$ cat src/rtl/burst_clock_generator.sv
`timescale 1ns/1ps
`default_nettype none
// +--------------------------------------------------------------------------+
// | burst_clock_generator: emits N pulses of a 2*H-cycle clock on request,    |
// | with busy/done handshake, edge ticks and completed-pulse counter.         |
// | Optional macro BURST_CLK_ABORT_EN adds the abort input / abort_tick.      |
// | Revision: 1.0                                                            |
// +--------------------------------------------------------------------------+
module burst_clock_generator #(
  parameter int DIV_WIDTH = 8,
  parameter int CNT_WIDTH = 4
) (
  input  logic                 clk,
  input  logic                 reset,
  input  logic                 start,
  input  logic [DIV_WIDTH-1:0] half_period,
  input  logic [CNT_WIDTH-1:0] pulse_count,
`ifdef BURST_CLK_ABORT_EN
  input  logic                 abort,
  output logic                 abort_tick,
`endif
  output logic                 clk_out,
  output logic                 rise_tick,
  output logic                 fall_tick,
  output logic                 busy,
  output logic                 done_tick,
  output logic [CNT_WIDTH-1:0] pulse_index
);

  localparam logic [DIV_WIDTH-1:0] DIV_ONE = {{(DIV_WIDTH-1){1'b0}}, 1'b1};
  localparam logic [CNT_WIDTH-1:0] CNT_ONE = {{(CNT_WIDTH-1){1'b0}}, 1'b1};

  typedef enum logic [1:0] {
    IDLE    = 2'd0,
    LOW_PH  = 2'd1,
    HIGH_PH = 2'd2
  } state_t;

  state_t               state;
  logic [DIV_WIDTH-1:0] h_reg;
  logic [DIV_WIDTH-1:0] phase_cnt;
  logic [CNT_WIDTH-1:0] n_reg;

  logic [DIV_WIDTH-1:0] h_eff;
  logic                 phase_end;
  logic [CNT_WIDTH-1:0] next_index;

  assign h_eff      = (half_period == '0) ? DIV_ONE : half_period;
  assign phase_end  = (phase_cnt == (h_reg - DIV_ONE));
  assign next_index = pulse_index + CNT_ONE;

  always_ff @(posedge clk or posedge reset) begin
    if (reset) begin
      state       <= IDLE;
      h_reg       <= '0;
      n_reg       <= '0;
      phase_cnt   <= '0;
      clk_out     <= 1'b0;
      rise_tick   <= 1'b0;
      fall_tick   <= 1'b0;
      busy        <= 1'b0;
      done_tick   <= 1'b0;
      pulse_index <= '0;
`ifdef BURST_CLK_ABORT_EN
      abort_tick  <= 1'b0;
`endif
    end else begin
      rise_tick <= 1'b0;
      fall_tick <= 1'b0;
      done_tick <= 1'b0;
`ifdef BURST_CLK_ABORT_EN
      abort_tick <= 1'b0;
`endif
      case (state)
        IDLE: begin
          if (start) begin
            h_reg       <= h_eff;
            n_reg       <= pulse_count;
            pulse_index <= '0;
            phase_cnt   <= '0;
            // An empty burst completes on the acceptance edge itself
            if (pulse_count != '0) begin
              state <= LOW_PH;
              busy  <= 1'b1;
            end else begin
              done_tick <= 1'b1;
            end
          end
        end
        LOW_PH: begin
          if (phase_end) begin
            phase_cnt <= '0;
            clk_out   <= 1'b1;
            rise_tick <= 1'b1;
            state     <= HIGH_PH;
          end else begin
            phase_cnt <= phase_cnt + DIV_ONE;
          end
        end
        HIGH_PH: begin
          if (phase_end) begin
            phase_cnt   <= '0;
            clk_out     <= 1'b0;
            fall_tick   <= 1'b1;
            pulse_index <= next_index;
            if (next_index == n_reg) begin
              state     <= IDLE;
              busy      <= 1'b0;
              done_tick <= 1'b1;
            end else begin
              state <= LOW_PH;
            end
          end else begin
            phase_cnt <= phase_cnt + DIV_ONE;
          end
        end
        default: state <= IDLE;
      endcase
`ifdef BURST_CLK_ABORT_EN
      // Abort overrides whatever the phase logic scheduled on this edge
      if (abort && (state != IDLE)) begin
        state       <= IDLE;
        phase_cnt   <= '0;
        clk_out     <= 1'b0;
        busy        <= 1'b0;
        rise_tick   <= 1'b0;
        fall_tick   <= 1'b0;
        done_tick   <= 1'b0;
        pulse_index <= pulse_index;
        abort_tick  <= 1'b1;
      end
`endif
    end
  end

endmodule
`default_nettype wire

$ cat config.mk
export PLATFORM = sky130hd
export DESIGN_NAME = burst_clock_generator
export DESIGN_NICKNAME = d
export VERILOG_FILES = /design/src/rtl/burst_clock_generator.sv
export SDC_FILE = /design/constraint.sdc
export NUM_CORES = 1
export LEC_CHECK = 0
export ABC_AREA = 1
export BUFFER_PORTS_ARGS = -buffer_cell sky130_fd_sc_hd__buf_2
export CAP_MARGIN = 30
export CORE_MARGIN = 2
export CORE_UTILIZATION = 50
export DETAILED_ROUTE_END_ITERATION = 7
export GPL_ROUTABILITY_DRIVEN = 0
export PLACE_DENSITY = 0.78
export SYNTH_ARGS = -nofsm -noshare
export SYNTH_HDL_FRONTEND = slang
export SYNTH_SLANG_ARGS = --single-unit
$ cat constraint.sdc
create_clock -name clk -period 5.35 [get_ports clk]
set_input_delay 0.535 -clock clk [delete_from_list [all_inputs] [get_ports clk]]
set_output_delay 0.535 -clock clk [all_outputs]
set_load 0.05 [all_outputs]
==> results_dict.tcl, run 1 <==
set metrics [dict create \
    synth_xor_area_share_pct 5.96 \
    diodes 0 \
    critical_path_class "reg2reg" \
    tightest_slew_ns 0.656 \
    synthSimpleGateAreaFrac_pct 30.3 \
    crit_path_max_incr_delay_ns 0.44 \
    die_h_um 65.8 \
    synth_compound_area_share_pct 7.60 \
    cp-start-kind "flip-flop" \
    io_pins 24 \
    wl_per_cell_um 11.2 \
    vias_per_cell 4.88 \
    ys_seq_elements 31 \
    grt_max_degree 32 \
    reg2reg_slack_ns 3.37 \
    cts_root_buf "clkbuf_8" \
    timing.rr.start "state[1]$_DFFE_PP0P_" \
    synth_top_family_by_area "simple AND/OR/NAND/NOR gates" \
    cts_hold_buf 0 \
    utilization_pct 59.6 \
    crit_path_frequent_cell "nand2_1" \
    fin_crit_ns 1.98 \
    maxCapViolations 0 \
    hold_viol_final 0 \
    rows 22 \
    ant_nets 0 \
    cp.arrival_ns 2.15 \
    die_area_um2 4330 \
    slowest_stage "o21ai_1" \
    cts_buffers 5 \
    initialDrtViolationCount 100 \
    worst_slack_ns 3.37 \
    dp_hpwl_mm 2.80 \
    power_density_nw_per_um2 535 \
    dr.pass1.iters 4 \
    status "completed" \
    portBuffers 23 \
    final_nets 304 \
    yosysSeqAreaShare_pct 40.6 \
    track_usage_pct 19.5 \
    syn-cell-area_um2 1910 \
    final_layout_size_suffix_gt1_share_pct 17.4 \
    max_freq_mhz 506 \
    rsz0062_at_grt "false" \
    slew_viol_final 0 \
    period_share_pct 36.9 \
    drc 0 \
    syn-num-nets 276 \
    power_mw 1.17 \
    antenna_found_initial 0 \
    place_ws_ns 3.37 \
    synth_cell_types 27 \
    crit_path_max_fanout 24 \
    setup_tns_ns 0 \
    setup_viol 0 \
    vias 1606 \
    clk_path_buf_depth 2 \
    hold_path.class "in2async" \
    muxShareOfSynthArea_pct 1.18 \
    yosys.area_share.adder_pct 5.24 \
    ctsResizeCount 0 \
    dpl_cell_area_um2 2080 \
    cts_num_sinks 31 \
    grt_pass1_wl_mm 6.32 \
    routed_wirelength_mm 3.67 \
    initial_core_util_pct 52.2 \
    grt_pass1_vias 1527 \
    avgSynthCellArea_um2 7.55 \
    relSlewSlack_pct 56.2 \
    ys_warn_count 0 \
    finalClockSkew_ns 0.00638 \
    critPathCaptureType "flip-flop" \
    reg2regPathDepth 7 \
    fin_area_um2 2180 \
    clk_latency_ns 0.28 \
    areaGrowthSynthToFinish_pct 14.3 \
    cp.required_ns 5.53 \
    vdd_drop_max_mv 0.218 \
    dieWidth_um 65.8 \
    cts_tree "done" \
    overflow 0 \
    core_um2 3660 \
    htreeDepth 2 \
    timing.rr.end "pulse_index[0]$_DFFE_PP0P_" \
    total_leakage_power_nw 1.19 \
    worstPathCellList "inv_1, ha_1, nand2_1, o21ai_1, nand2_4, nand2_1, nand2_1" \
    syn-instance-count 253 \
    cts.clk_slew.worst_paths_ns 0.06 \
    postCtsSetupRepairBufs 0 \
]
==> cells in the mapped netlist, drive strengths merged <==
cell type  count  area [um^2]
inv           43          161
nand4          5         31.3
xnor2          4         35.0
xor2           9         78.8
clkbuf         3         12.5
o22ai          2         12.5
nor4           1         6.26
nor2          24          118
a21oi          8         55.1
mux2           2         22.5
nor3           2         10.0
o21ai         14         70.1
nand3b         1         7.51
nand3         20          100
dfrtp         31          776
o21bai         1         7.51
nand2         75          307
ha             8          100
==> layer usage <==
metal	up-vias	track usage [%]	share of wire [%]	routed length, um
li1	840	-	-	-
met1	734	24.4	48	1770
met2	26	31.6	46	1690
met3	6	5.79	4.0	148
met4	0	7.81	1.7	63
met5	-	0	0	0
==> placed cells by master, fill, tap and decap left out <==
master     netlist  routed
nand3b_1         1       1
clkbuf_1         2       1
inv_1           41      41
o21ai_0         12      12
nand2_2          1       1
nand2_1         71      71
buf_2            0      23
a21oi_2          1       1
clkbuf_8         0       5
nor2_1          15      15
buf_4            0       1
nor4_1           1       1
mux2_2           2       2
nor2_2           8       8
o22ai_1          2       2
nand3_1         20      20
o21bai_1         1       1
xor2_1           9       9
dfrtp_1         31      31
o21ai_1          2       2
xnor2_1          4       4
inv_2            2       2
bufinv_16        0       1
nor3_1           2       2
nand4_1          5       5
nor2_4           1       1
a21oi_4          1       1
ha_1             8       8
nand2_4          3       3
a21oi_1          6       6
==> logic make-up after synthesis <==
| family | after synthesis |
|---|---|
| AND/OR/NAND/NOR | 128 |
| buffers and inverters | 46 |
| flip-flops | 31 |
| AO/OA/AOI/OAI | 25 |
| XOR/XNOR | 13 |
| adder cells (fa/ha/maj) | 8 |
| multiplexers | 2 |
==> final cells by class <==
cell class,instances,area (um^2)
Fill cell,350,1480
Multi-Input combinational cell,176,961
Sequential cell,31,776
Inverter,43,161
Timing Repair Buffer,24,123
Clock buffer,6,72.6
Tap cell,48,60.1
Clock inverter,1,30.0
==> worst max-delay path, delay by kind of cell, from the launching register on <==
kind            cells  cell delay (ns)
compound gates      1             0.44
fa+ha+maj           1             0.25
buf+inv             1             0.12
flops               1             0.42
simple gates        4             0.65
==> through the flow <==
step / std cells / hold slack (ns)
6_report: 329 / 0.314
2_1_floorplan: 253 / 0.472
3_5_place_dp: 322 / 0.470
4_1_cts: 329 / 0.326
5_1_grt: 329 / 0.368
3_3_place_gp: 322 / 0.460
==> power by group <==
group / switching [mW] / internal [mW] / total (mW)
sequential: 0.0811 / 0.309 / 0.390
clock: 0.0812 / 0.136 / 0.217
combinational: 0.360 / 0.201 / 0.561
==> worst max-delay path by stage <==
stage,from,end,slack (ns),depth (start not counted)
final,state[1]$_DFFE_PP0P_,pulse_index[0]$_DFFE_PP0P_,3.37,7
after global routing,state[0]$_DFFE_PP0P_,pulse_index[3]$_DFFE_PP0P_,3.11,7
after CTS,state[1]$_DFFE_PP0P_,pulse_index[0]$_DFFE_PP0P_,3.36,7
after detailed placement,state[1]$_DFFE_PP0P_,pulse_index[0]$_DFFE_PP0P_,3.37,7
after global placement,state[0]$_DFFE_PP0P_,pulse_index[1]$_DFFE_PP0P_,3.40,6
after floorplan,pulse_index[0]$_DFFE_PP0P_,busy$_DFFE_PP0P_,3.47,11
Note: power is estimated with default switching activity, not from simulation.
==> run 2, diff against run 1 <==
PLACE_DENSITY = 0.81   (was 0.78)
clock period = 1.65 ns   (was 5.35 ns; I/O delays follow)
==> results_dict.tcl, run 2 (synthesis gave the netlist of run 1 again) <==
set metrics [dict create \
    grt_pass1_vias 1597 \
    cp.required_ns 1.82 \
    final_common_cell "nand2_1" \
    hold_viol_final 0 \
    cts_buffers 5 \
    wl_per_cell_um 12.4 \
    reg2reg_slack_ns -0.11 \
    clk_path_buf_depth 2 \
    total_leakage_power_nw 1.29 \
    reg2regPathDepth 10 \
    io_pins 24 \
    cts_tree "done" \
    vias_per_cell 5.08 \
    drc 0 \
    critical_path_class "reg2reg" \
    period_share_pct 107 \
    power_mw 4.37 \
    min_from "half_period[7]" \
    setup_tns_ns -0.889 \
    finalClockSkew_ns 0.00816 \
    relSlewSlack_pct 73.8 \
    fin_area_um2 2440 \
    dpl_cell_area_um2 2190 \
    rsz0062_at_grt "true" \
    worst_slack_ns -0.107 \
    vdd_drop_max_mv 0.659 \
    critPathCaptureType "flip-flop" \
    p_sw_mw 2.02 \
    swShare_pct 46.3 \
    crit_path_max_fanout 7 \
    rows 22 \
    fin_crit_ns 1.76 \
    final_cell_mix "nand2_1 (60), inv_1 (38), dfrtp_1 (27)" \
    crit_end "phase_cnt[7]$_DFFE_PP0P_" \
    initial_core_util_pct 52.2 \
    intPower_mw 2.35 \
    violations "negative setup slack" \
    tightest_slew_ns 0.394 \
    htreeDepth 2 \
    dieWidth_um 65.8 \
    track_usage_pct 20.9 \
    timing.rr.start "h_reg[2]$_DFFE_PP0P_" \
    die_area_um2 4330 \
    cp.arrival_ns 1.93 \
    dp_hpwl_mm 2.98 \
    p_clk_share_pct 14.1 \
    clk_latency_ns 0.28 \
    final_layout_size_suffix_gt1_share_pct 32.1 \
    cts.clk_slew.worst_paths_ns 0.06 \
    timing.rr.end "phase_cnt[7]$_DFFE_PP0P_" \
    final_nets 321 \
    cp-start-kind "flip-flop" \
    power_density_nw_per_um2 1790 \
    dr.pass1.iters 4 \
    ant_nets 0 \
    routed_wirelength_mm 4.29 \
    maxCapViolations 0 \
    slew_viol_final 0 \
    vias 1763 \
    diodes 0 \
    portBuffers 23 \
    pwr-share-comb_pct 56.9 \
    cts_root_buf "clkbuf_8" \
    cts_num_sinks 31 \
    antenna_found_initial 0 \
    setup_viol 13 \
    die_h_um 65.8 \
    grt_pass1_wl_mm 6.85 \
    core_um2 3660 \
    status "complete, but fails checks" \
    areaGrowthSynthToFinish_pct 27.7 \
    max_freq_mhz 569 \
    grt_max_degree 32 \
    overflow 0 \
    p_seq_share_pct 29.0 \
    startpoint "h_reg[2]$_DFFE_PP0P_" \
    initialDrtViolationCount 137 \
    hold_path.class "in2reg" \
]
run 2: cell count changes in the layout (fill, tap and decap cells not counted), moves of 4 or more:
cell and delta:
dfrtp_1 -4, nand2_1 -11, nand2_2 +9, dfrtp_2 +4, buf_4 +16
run 2: worst min-delay path by stage:
stage / to / slack, ns / cells after the start
finish: h_reg[7]$_DFFE_PP0P_ / 0.14 / 2
global route: h_reg[7]$_DFFE_PP0P_ / 0.13 / 2
CTS: h_reg[5]$_DFFE_PP0P_ / 0.13 / 2
detailed placement: state[1]$_DFFE_PP0P_ / 0.27 / 3
global placement: state[1]$_DFFE_PP0P_ / 0.26 / 3
floorplan: busy$_DFFE_PP0P_ / 0.27 / 1
run 2: power by group through the flow:
stage               Clock [mW]  Combinational (mW)  Sequential (mW)
CTS                      0.620                2.21             1.24
global placement             0                2.01             1.24
global route             0.654                2.76             1.30
detailed placement           0                2.05             1.24
floorplan                    0                1.40             1.35
finish                   0.616                2.49             1.27
run 2: repair_timing:
action | 4_1_cts | 5_1_grt
buffers inserted | 2 | 2
hold buffers | 1 | 0
gates resized for setup | 10 | 22
hold endpoints to repair | 31 | 0
setup endpoints to repair | 13 | 26
pin swaps | 11 | 5
run 2: layer usage:
metal / GRT usage (%) / vias up / part of all wire (%)
met2: 34.1 / 49 / 49
met4: 10.4 / 0 / 2.5
met3: 5.96 / 13 / 5.2
li1: - / 879 / -
met1: 25.1 / 822 / 44
met5: 0 / - / 0
run 2: per-stage QoR:
stage          std cells  setup slack (ns)  utilization [%]  hold slack (ns)
2_1_floorplan        253          -0.00570                -            0.268
3_3_place_gp         334           -0.0184             59.8            0.261
3_5_place_dp         334           -0.0792             59.8            0.270
4_1_cts              345           -0.0453             64.1            0.133
5_1_grt              347            -0.225             66.6            0.128
6_report             347            -0.107             66.6            0.138
run 2: layout make-up:
cell class / count / area (um^2)
Fill cell: 290 / 1220
Multi-Input combinational cell: 176 / 1090
Sequential cell: 31 / 781
Timing Repair Buffer: 41 / 253
Inverter: 43 / 161
Clock buffer: 7 / 86.3
Tap cell: 48 / 60.1
Clock inverter: 1 / 5.00
run 2: worst max-delay path, stage by stage, from the launching register on:
cell and delay, ns:
dfrtp_2 0.46, nor2_4 0.14, nand2_1 0.09, nor2_1 0.12, nand2_1 0.09, nand2_1 0.10, nand2_2 0.07, nor2_4 0.15
nand2_4 0.12, a21oi_4 0.25, nor2_2 0.06
==> run 3, diff against run 2 <==
MAX_ROUTING_LAYER = met4   (was unset)
==> results_dict.tcl, run 3 (synthesis gave the netlist of run 1 again) <==
set metrics [dict create \
    status "complete, but fails checks" \
    violations "negative setup slack" \
    cts_num_sinks 31 \
    grt_pass1_wl_mm 6.85 \
    io_pins 24 \
    timing.rr.end "phase_cnt[7]$_DFFE_PP0P_" \
    dieWidth_um 65.8 \
    rows 22 \
    cp.arrival_ns 1.94 \
    cp-start-kind "flip-flop" \
    multi_input_area_um2 1090 \
    placedCellCount 334 \
    power_mw 4.38 \
    track_usage_pct 21.4 \
    final_cell_mix "nand2_1 (60), inv_1 (38), dfrtp_1 (27)" \
    crit_path_max_fanout 7 \
    worst_slack_ns -0.119 \
    die_area_um2 4330 \
    fillers 290 \
    finalClockSkew_ns 0.00574 \
    clk_latency_ns 0.28 \
    grt_max_degree 32 \
    initialDrtViolationCount 144 \
    wl_per_cell_um 12.4 \
    diodes 0 \
    reg2reg_slack_ns -0.12 \
    grt_pass1_vias 1593 \
    initial_core_util_pct 52.2 \
    maxCapViolations 0 \
    areaGrowthSynthToFinish_pct 27.7 \
    dr.pass1.iters 4 \
    regArea_um2 781 \
    fin_crit_ns 1.77 \
    cts_tree "done" \
    min_path_cells 2 \
    critPathCaptureType "flip-flop" \
    rsz0062_at_grt "true" \
    vdd_drop_max_mv 0.659 \
    final_common_cell "nand2_1" \
    hold_path.class "in2reg" \
    overflow 0 \
    vias_per_cell 5.08 \
    tightest_slew_ns 0.394 \
    die_h_um 65.8 \
    power_density_nw_per_um2 1790 \
    critical_path_class "reg2reg" \
    core_um2 3660 \
    clk_path_buf_depth 2 \
    dpl_cell_area_um2 2190 \
    cts_buffers 5 \
    final_layout_size_suffix_gt1_share_pct 32.1 \
    drc 0 \
    timing.rr.start "h_reg[2]$_DFFE_PP0P_" \
    cp.required_ns 1.82 \
    holdPathEnd "h_reg[5]$_DFFE_PP0P_" \
    slew_viol_final 0 \
    antenna_found_initial 0 \
    fin_area_um2 2440 \
    vias 1764 \
    dp_hpwl_mm 2.98 \
    period_share_pct 107 \
    ant_nets 0 \
    htreeDepth 2 \
    setup_viol 14 \
    total_leakage_power_nw 1.29 \
    cts.clk_slew.worst_paths_ns 0.06 \
    final_nets 321 \
    finalNonFillerCells 347 \
    portBuffers 23 \
    relSlewSlack_pct 73.7 \
    max_freq_mhz 565 \
    routed_wirelength_mm 4.32 \
    cts_root_buf "clkbuf_8" \
    hold_viol_final 0 \
    hold_slack_ns 0.134 \
    reg2regPathDepth 10 \
    min_from "half_period[5]" \
]
[run 3: cell counts in the layout (fill, tap and decap cells not counted)]
Identical to the previous run, type by type.
[run 3: power breakdown]
group	switching, mW	total [mW]	internal (mW)	leakage [nW]
clock network	0.281	0.617	0.336	0.0482
registers	0.258	1.27	1.01	0.395
logic	1.49	2.49	1.00	0.845
[run 3: per-layer routing]
| layer | GRT usage, % | wire length (um) | share of wire, % |
|---|---|---|---|
| met1 | 25.1 | 1920 | 45 |
| met4 | 10.4 | 121 | 2.8 |
| met5 | - | 0 | 0 |
| met2 | 34.1 | 2070 | 48 |
| met3 | 5.96 | 203 | 4.7 |
[run 3: worst max-delay path, cell delays in order (launching register included)]
cell and delay, ns:
dfrtp_2 0.46, nor2_4 0.14, nand2_1 0.09, nor2_1 0.12
nand2_1 0.09, nand2_1 0.11, nand2_2 0.07, nor2_4 0.15
nand2_4 0.13, a21oi_4 0.25, nor2_2 0.06
[run 3: area by class of cell]
type,instances,share of cell area [%]
multi-input combinational,176,44.8
sequential,31,32.0
timing repair buffer,41,10.4
inverter,43,6.62
clock buffer,7,3.54
tap,48,2.46
clock inverter,1,0.205
[run 3: metrics by stage]
step	setup TNS, ns	worst slack (ns)	utilization (%)
6_report	-1.07	-0.119	66.6
5_1_grt	-3.00	-0.225	66.6
4_1_cts	-0.162	-0.0453	64.1
3_5_place_dp	-0.531	-0.0792	59.8
3_3_place_gp	-0.0935	-0.0184	59.8
2_1_floorplan	-0.00570	-0.00570	-
[run 3: how the worst max path moves through the flow]
stage,depth (start not counted),from,end
5_1_grt,10,h_reg[2]$_DFFE_PP0P_,phase_cnt[5]$_DFFE_PP0P_
3_3_place_gp,8,h_reg[1]$_DFFE_PP0P_,phase_cnt[4]$_DFFE_PP0P_
6_report,10,h_reg[2]$_DFFE_PP0P_,phase_cnt[7]$_DFFE_PP0P_
3_5_place_dp,11,h_reg[1]$_DFFE_PP0P_,phase_cnt[5]$_DFFE_PP0P_
2_1_floorplan,11,pulse_index[0]$_DFFE_PP0P_,busy$_DFFE_PP0P_
4_1_cts,12,h_reg[1]$_DFFE_PP0P_,phase_cnt[5]$_DFFE_PP0P_
[run 3: repair_timing]
action | in CTS | in global routing
buffers inserted | 2 | 2
hold buffers | 1 | 0
hold endpoints to repair | 31 | 0
endpoints found under the setup margin | 13 | 26
resized for setup | 10 | 22
pin swaps | 11 | 5
